## src/rtl/ram128_pkg.sv

```systemverilog
// Shared types and constants for the 128x32 SRAM sequencer/arbiter.
package ram128_pkg;

  typedef enum logic {INIT, RUN} state_e;
  typedef enum logic {PORT_A, PORT_B} port_e;

  localparam int unsigned RAM_DEPTH  = 128;
  localparam int unsigned BYTE_LANES = 4;
  localparam logic [BYTE_LANES-1:0] WE_FULL = 4'hF;

endpackage

```

## src/rtl/ram128_rr_arb.sv

```systemverilog
// Two-way round-robin arbiter; the pointer only moves when both ports contend.
module ram128_rr_arb
  import ram128_pkg::*;
(
  input  logic  i_clk,
  input  logic  i_rst,
  input  logic  i_en,
  input  logic  i_req_a,
  input  logic  i_req_b,
  output logic  o_gnt_a,
  output logic  o_gnt_b,
  output port_e o_winner
);

  port_e r_ptr;
  port_e w_winner;

  always_comb begin
    w_winner = PORT_A;
    if (i_req_a && i_req_b) begin
      w_winner = r_ptr;
    end else if (i_req_b) begin
      w_winner = PORT_B;
    end
  end

  assign o_winner = w_winner;
  assign o_gnt_a  = i_en & i_req_a & (w_winner == PORT_A);
  assign o_gnt_b  = i_en & i_req_b & (w_winner == PORT_B);

  always_ff @(posedge i_clk) begin
    if (i_rst) begin
      r_ptr <= PORT_A;
    end else if (i_en && i_req_a && i_req_b) begin
      r_ptr <= (w_winner == PORT_A) ? PORT_B : PORT_A;
    end
  end

endmodule

```

## src/rtl/ram128_arbiter.sv

```systemverilog
// Zero-fill sequencer plus round-robin front end for a single-port 128x32 SRAM
// with registered read and byte write enables.
module ram128_arbiter
  import ram128_pkg::*;
#(
  parameter int unsigned ADDR_W    = 7,
  parameter int unsigned DATA_W    = 32,
  parameter int unsigned INIT_ZERO = 1
) (
  input  logic                  CLK,
  input  logic                  RST,
  input  logic                  a_req,
  input  logic [ADDR_W-1:0]     a_addr,
  output logic                  a_gnt,
  output logic                  a_rvalid,
  output logic [DATA_W-1:0]     a_rdata,
  input  logic                  b_req,
  input  logic [DATA_W/8-1:0]   b_we,
  input  logic [ADDR_W-1:0]     b_addr,
  input  logic [DATA_W-1:0]     b_wdata,
  output logic                  b_gnt,
  output logic                  b_rvalid,
  output logic [DATA_W-1:0]     b_rdata,
  output logic                  init_done,
  output logic                  ram_en,
  output logic [ADDR_W-1:0]     ram_addr,
  output logic [DATA_W-1:0]     ram_wdata,
  output logic [DATA_W/8-1:0]   ram_we,
  input  logic [DATA_W-1:0]     ram_rdata
);

  state_e              r_state;
  state_e              w_state_d;
  logic [ADDR_W-1:0]   r_cnt;
  logic [ADDR_W-1:0]   r_addr;
  logic [DATA_W-1:0]   r_wdata;
  logic                r_tag_vld;
  port_e               r_tag_port;
  logic                w_run;
  logic                w_init;
  logic                w_gnt_a;
  logic                w_gnt_b;
  port_e               w_winner;

  // Outputs are forced to their reset values while RST is high, so a response
  // already tagged when reset arrives is never presented.
  assign w_run  = (r_state == RUN) && !RST;
  assign w_init = (r_state == INIT) && !RST;

  ram128_rr_arb u_arb (
    .i_clk    (CLK),
    .i_rst    (RST),
    .i_en     (w_run),
    .i_req_a  (a_req),
    .i_req_b  (b_req),
    .o_gnt_a  (w_gnt_a),
    .o_gnt_b  (w_gnt_b),
    .o_winner (w_winner)
  );

  always_comb begin
    w_state_d = r_state;
    ram_en    = 1'b0;
    ram_we    = '0;
    ram_addr  = r_addr;
    ram_wdata = r_wdata;
    if (w_init) begin
      ram_en    = 1'b1;
      ram_we    = '1;
      ram_addr  = r_cnt;
      ram_wdata = '0;
      if (r_cnt == '1) begin
        w_state_d = RUN;
      end
    end else if (w_gnt_a) begin
      ram_en   = 1'b1;
      ram_addr = a_addr;
    end else if (w_gnt_b) begin
      ram_en    = 1'b1;
      ram_we    = b_we;
      ram_addr  = b_addr;
      ram_wdata = b_wdata;
    end
  end

  always_ff @(posedge CLK) begin
    if (RST) begin
      r_state    <= (INIT_ZERO != 0) ? INIT : RUN;
      r_cnt      <= '0;
      r_addr     <= '0;
      r_wdata    <= '0;
      r_tag_vld  <= 1'b0;
      r_tag_port <= PORT_A;
    end else begin
      r_state <= w_state_d;
      if (w_init) begin
        r_cnt <= r_cnt + ADDR_W'(1);
      end
      // Idle cycles keep presenting the last address/data to the macro.
      if (ram_en) begin
        r_addr  <= ram_addr;
        r_wdata <= ram_wdata;
      end
      r_tag_vld  <= w_gnt_a | (w_gnt_b & (b_we == '0));
      r_tag_port <= w_winner;
    end
  end

  assign init_done = w_run;
  assign a_gnt     = w_gnt_a;
  assign b_gnt     = w_gnt_b;
  assign a_rvalid  = r_tag_vld && (r_tag_port == PORT_A) && !RST;
  assign b_rvalid  = r_tag_vld && (r_tag_port == PORT_B) && !RST;
  assign a_rdata   = a_rvalid ? ram_rdata : '0;
  assign b_rdata   = b_rvalid ? ram_rdata : '0;

endmodule

```

## config.mk

```make
export PLATFORM = sky130hd
export DESIGN_NAME = ram128_arbiter
export DESIGN_NICKNAME = d
export VERILOG_FILES = /design/src/rtl/ram128_pkg.sv /design/src/rtl/ram128_rr_arb.sv /design/src/rtl/ram128_arbiter.sv
export SDC_FILE = /design/constraint.sdc
export NUM_CORES = 1
export LEC_CHECK = 0
export ABC_AREA = 1
export CAP_MARGIN = 30
export CORE_MARGIN = 2
export CORE_UTILIZATION = 38
export DETAILED_ROUTE_END_ITERATION = 8
export PLACE_DENSITY = 0.87
export SLEW_MARGIN = 20
export SYNTH_ARGS = -nofsm -noshare
export SYNTH_HDL_FRONTEND = slang
export SYNTH_HIERARCHICAL = 1
export SYNTH_SLANG_ARGS = --single-unit
```

## constraint.sdc

```tcl
create_clock -name CLK -period 5.1 [get_ports CLK]
set_clock_uncertainty 0.1 [all_clocks]
set_input_delay 0.51 -clock CLK [delete_from_list [all_inputs] [get_ports CLK]]
set_output_delay 0.51 -clock CLK [all_outputs]
set_load 0.03 [all_outputs]
```

======== After elaboration in Yosys (flattened, before gate mapping) ========
Cells that the tools add are included.
storage, ports and cells
  output and inout port bits .............. 113
  logic and storage cells ................. 47
  bits in registers ....................... 50
  input port bits ......................... 86
operators by class
  add/sub/neg operators ................... 1
  mux-type cells .......................... 17
  reduce and logical (&&, ||, !) cells .... 12
  equality and inequality tests ........... 1
  bitwise gates (word level) .............. 9
operators with widths
  cell                                                           count
  32-bit two-way mux                                             5
  7-bit two-way mux                                              3
  4-bit two-way mux                                              3
  1-bit logical AND                                              9
  7-bit by 1-bit adder with 7-bit output, second input constant  1
  7-bit equality test, second input constant                     1
  1-bit two-way mux                                              6
  1-bit AND                                                      5
  4-bit zero test                                                1
  1-bit inverter                                                 3
  2-bit AND reduction                                            1
  1-bit zero test                                                1
  1-bit OR                                                       1

======== Logic depth before layout (Yosys ltp) ========
  depth after elaboration ................. 7
  depth in mapped cells ................... 13

======== Modules after synthesis ========
Netlist, hierarchy kept.
by module, submodules not included
  module          times used  area each (um2)  cells an instance
  ram128_arbiter  1           2678.8           448
  ram128_rr_arb   1           80.1             15

======== Worst setup path before layout ========
OpenSTA, ideal clock, no wires.
  kind .................................... input to output
  start point ............................. in RST
  end point ............................... out ram_we[2]
  buffers on the path ..................... 3
  slack ................................... 1.169 ns
  arrival time ............................ 3.321 ns
  stages .................................. 11
  cells stage by stage .................... buf_2 > inv_1 > nand2_1 > inv_1 > nor3b_1 > buf_6 > inv_2 > nor2_8 > inv_2 > buf_2 > o21ai_0
on the way
  longest elaborated chain between the ends .. 7
  elaborated cells between the ends (all ways) .. 10
  those cells by class .................... mux: 3; bitwise: 4; reduce/logical: 3
ends and longest elaborated chain
  item                     line                  RTL
  start, declared          ram128_arbiter.sv:11  input logic RST,
  1-bit zero test          ram128_arbiter.sv:47  assign w_run = (r_state == RUN) && !RST;
  1-bit logical AND        ram128_arbiter.sv:47
  net init_done            ram128_arbiter.sv:24  output logic init_done,
  1-bit AND (2 in series)  ram128_rr_arb.sv:29   assign o_gnt_b = i_en & i_req_b & (w_winner == PORT_B);
  net b_gnt                ram128_arbiter.sv:21  output logic b_gnt,
  4-bit two-way mux        ram128_arbiter.sv:78  end else if (w_gnt_b) begin
  4-bit two-way mux        ram128_arbiter.sv:75  end else if (w_gnt_a) begin
  4-bit two-way mux        ram128_arbiter.sv:67  if (w_init) begin
  end, declared            ram128_arbiter.sv:28  output logic [DATA_W/8-1:0] ram_we,
The timed path passes the listed nets, and every way through them passes these cells.

======== Worst setup path in the final report ========
  start point ............................. in a_req
  end point ............................... out ram_wdata[5]
on the way
  longest elaborated chain between the ends .. 6
  elaborated cells between the ends (all ways) .. 9
  those cells by class .................... mux: 4; bitwise: 4; reduce/logical: 1
ends and longest elaborated chain
  item                                                    line                                       RTL
  start, declared                                         ram128_arbiter.sv:12                       input logic a_req,
  1-bit logical AND                                       ram128_rr_arb.sv:20                        if (i_req_a && i_req_b) begin
  1-bit two-way mux                                       ram128_rr_arb.sv:20
  1-bit AND / 1-bit inverter (equally long branches)      ram128_rr_arb.sv:29, ram128_rr_arb.sv:28
  32-bit two-way mux / 1-bit AND (equally long branches)  ram128_arbiter.sv:78, ram128_rr_arb.sv:28
  32-bit two-way mux (*)                                  ram128_arbiter.sv:75
  32-bit two-way mux (*)                                  ram128_arbiter.sv:67
  end, declared                                           ram128_arbiter.sv:27                       output logic [DATA_W-1:0] ram_wdata,
Every way passes the cells marked *; elsewhere a longest branch is shown, timed or not.

==> metrics <==
sequential power share a little over 50%; number of fill cells 627; Slew headroom 37.5%; # diodes 0; Slew Limit Fails 0; Setup Total Neg Slack 0 ns; Detail Route Antenna Nets 0; sw power roughly 0.00018 W; worst slew pin tran 0.937 ns; switching share of power about a quarter; post-route cell area just under 5000 sq um; RSZ-0062 raised after global routing no; DP Worst Slack ~1.1 ns; DPL Wire Length between 7000 and 8000 microns; max-cap violation count 0; chip height slightly below 90 microns; worst path required time between 4 and 5 ns; antenna violations before repair 0; routability congestion estimate about 0.87; met1 WL between 3000 and 4000 microns; Int Power just under 0.0006 W; sequential area share after synthesis roughly 36%; FMAX about 0.25 GHz; Unique masters post-synth 22; Syn Nets 550; CTS clk-pin slew, worst paths 0.09 ns; Reg2Reg Depth 9; Initial Util between 30% and 40%; TritonCTS clock tree yes; GRT Total Usage roughly 22%; area delta synth->final 76.1%; critical path's largest stage delay ~0.60 ns; crit path cell chain clkdlybuf4s50_1, inv_1, nor2_2, nor3b_1, buf_4, inv_2, nor2_8, inv_2, o21ai_0, nor2_1, clkdlybuf4s50_1; die area 7960 sq um; Yosys reg bits 50; Critical-path top delay cell clkdlybuf4s50_1; Power Total just under 0.0008 W; final wirelength between 9000 and 10,000 microns; Wirelength per Cell roughly 13 microns; crit path capture type primary output; nets roughly 740; vias per cell about 4.5; hold buffers post-CTS 0; outcome finished clean; clk buf depth 2; TritonRoute pass-1 iters 4; width of the chip roughly 89 microns; vias in the first global route 3,067; maximum VDD drop 0.000129 V; Crit Path Category in2out; Util after Layout between 60% and 70%; top cells by area, synth dfxtp_1, nor2_1, inv_1; combinational power share roughly 16%; layout cells sized above 1 between 3 and 4%; minimum clock period a little under 4 ns; worst setup margin 1.14 ns; placed instance area between 4000 and 5000 sq um; clock network power share 33.0%; GR Overflow Total 0; Clock Tree Root clkbuf_8; CTS resizes 0; Sink Count 50; first-pass GRT wire length ~14,000 microns; worst-path maximum fanout 37; Leak Pwr approximately 2.3 nW; Top Metal Used met4; P per Cell Area 159 nW/um^2; Synth Area per Inst 5.96 sq um; # rows 31; pin count of the biggest net entering global routing 50; core area a little over 7000 sq um; buffers added on ports between 150 and 200; Setup violations, final 0; hold violation count in the final report 0; final worst-path cycle share about 78%; CTS HTree Levels 2; TritonCTS Buffers 5; routed wl met3 between 700 and 800 microns; YS warnings 6; CP startpoint kind primary input; clk_lat worst skew between 0.2 and 0.3 ns; WL met2 ~5300 microns; Syn Inst Count 463; Hold Path Stages 2; largest area contributor in the synthesized netlist dfxtp_1; Cell Area, Synth around 2800 sq um; io pins roughly 200; initial DRC count between 150 and 200; number of remaining DRC errors 0; DR vias approximately 3,400; Setup Buffers After CTS 0; Worst Hold Class reg2reg; crit path DAT about 3.4 ns; share of the synthesized area in the top cell type around 36%
stage by stage:
stage | cells | hold slack (ns)
final | 748 | 0.418
after global routing | 748 | 0.420
after CTS | 747 | 0.408
after detailed placement | 739 | 0.393
after global placement | 739 | 0.380
after floorplan | 463 | 0.358
per-layer routing:
metal,track usage [%],vias to the layer above
met2,45.3,141
met5,0,-
met1,23.2,1503
met4,6.78,0
met3,3.51,16
li1,-,1740
placed cells by master (no fill, tap or decap):
cell / count
buf_2: 1
inv_1: 81
clkinv_4: 1
inv_2: 3
nand2_1: 42
buf_4: 4
o21ai_2: 2
dfxtp_1: 50
o21ai_1: 27
nor3b_1: 1
ha_1: 1
clkdlybuf4s50_1: 197
buf_6: 1
nor2_2: 4
nor3_1: 14
or2_2: 1
nor2_8: 1
clkbuf_8: 7
o21ai_0: 5
nor2_1: 173
nand3_1: 19
a21oi_1: 13
a22o_1: 1
cells in the mapped netlist, drive strengths merged:
master	n
a21oi	13
a22o	1
buf	24
clkbuf	1
dfxtp	50
ha	1
inv	84
nand2	42
nand3	19
nor2	178
nor3	14
nor3b	1
o21ai	34
or2	1
registers in the layout, summed over array words and instances (netlist names):
register     cells
r_tag_port       1
r_state          1
r_wdata         32
r_addr           7
r_tag_vld        1
u_arb/r_ptr      1
r_cnt            7
power by group through the flow:
stage	logic (W)	clock network [W]	registers, W
global placement	0.000118	0	0.000405
floorplan	0.0000398	0	0.000404
finish	0.000120	0.000255	0.000396
global route	0.000130	0.000274	0.000396
CTS	0.000120	0.000260	0.000396
detailed placement	0.000120	0	0.000405
cell type report:
cell class | count | area, sq um | share of cell area, %
clock inverter | 1 | 8.76 | 0.180
inverter | 84 | 315 | 6.49
tap | 99 | 124 | 2.55
clock buffer | 7 | 96.3 | 1.98
sequential | 50 | 1000 | 20.6
multi-input combinational | 304 | 1290 | 26.7
timing repair buffer | 203 | 2020 | 41.5
path summary, 6_finish.rpt:
check        slack, ns  startpoint            to
max               1.14       a_req  ram_wdata[5]
min               0.42    r_cnt[0]      r_cnt[0]
max reg2reg       2.55     r_state    r_wdata[4]
min reg2reg       0.42    r_cnt[0]      r_cnt[0]
logic make-up after synthesis:
kind of cell | synth area share, %
AO/OA/AOI/OAI | 9.12
AND/OR/NAND/NOR | 37.3
flip-flops | 36.3
adder cells (fa/ha/maj) | 0.453
buffers and inverters | 16.9
critical path, delay by kind of cell:
family | cells | cell delay, ns
buf+inv | 6 | 1.78
simple gates | 4 | 0.73
compound gates | 1 | 0.30
Power figures use the tool's default switching activity.
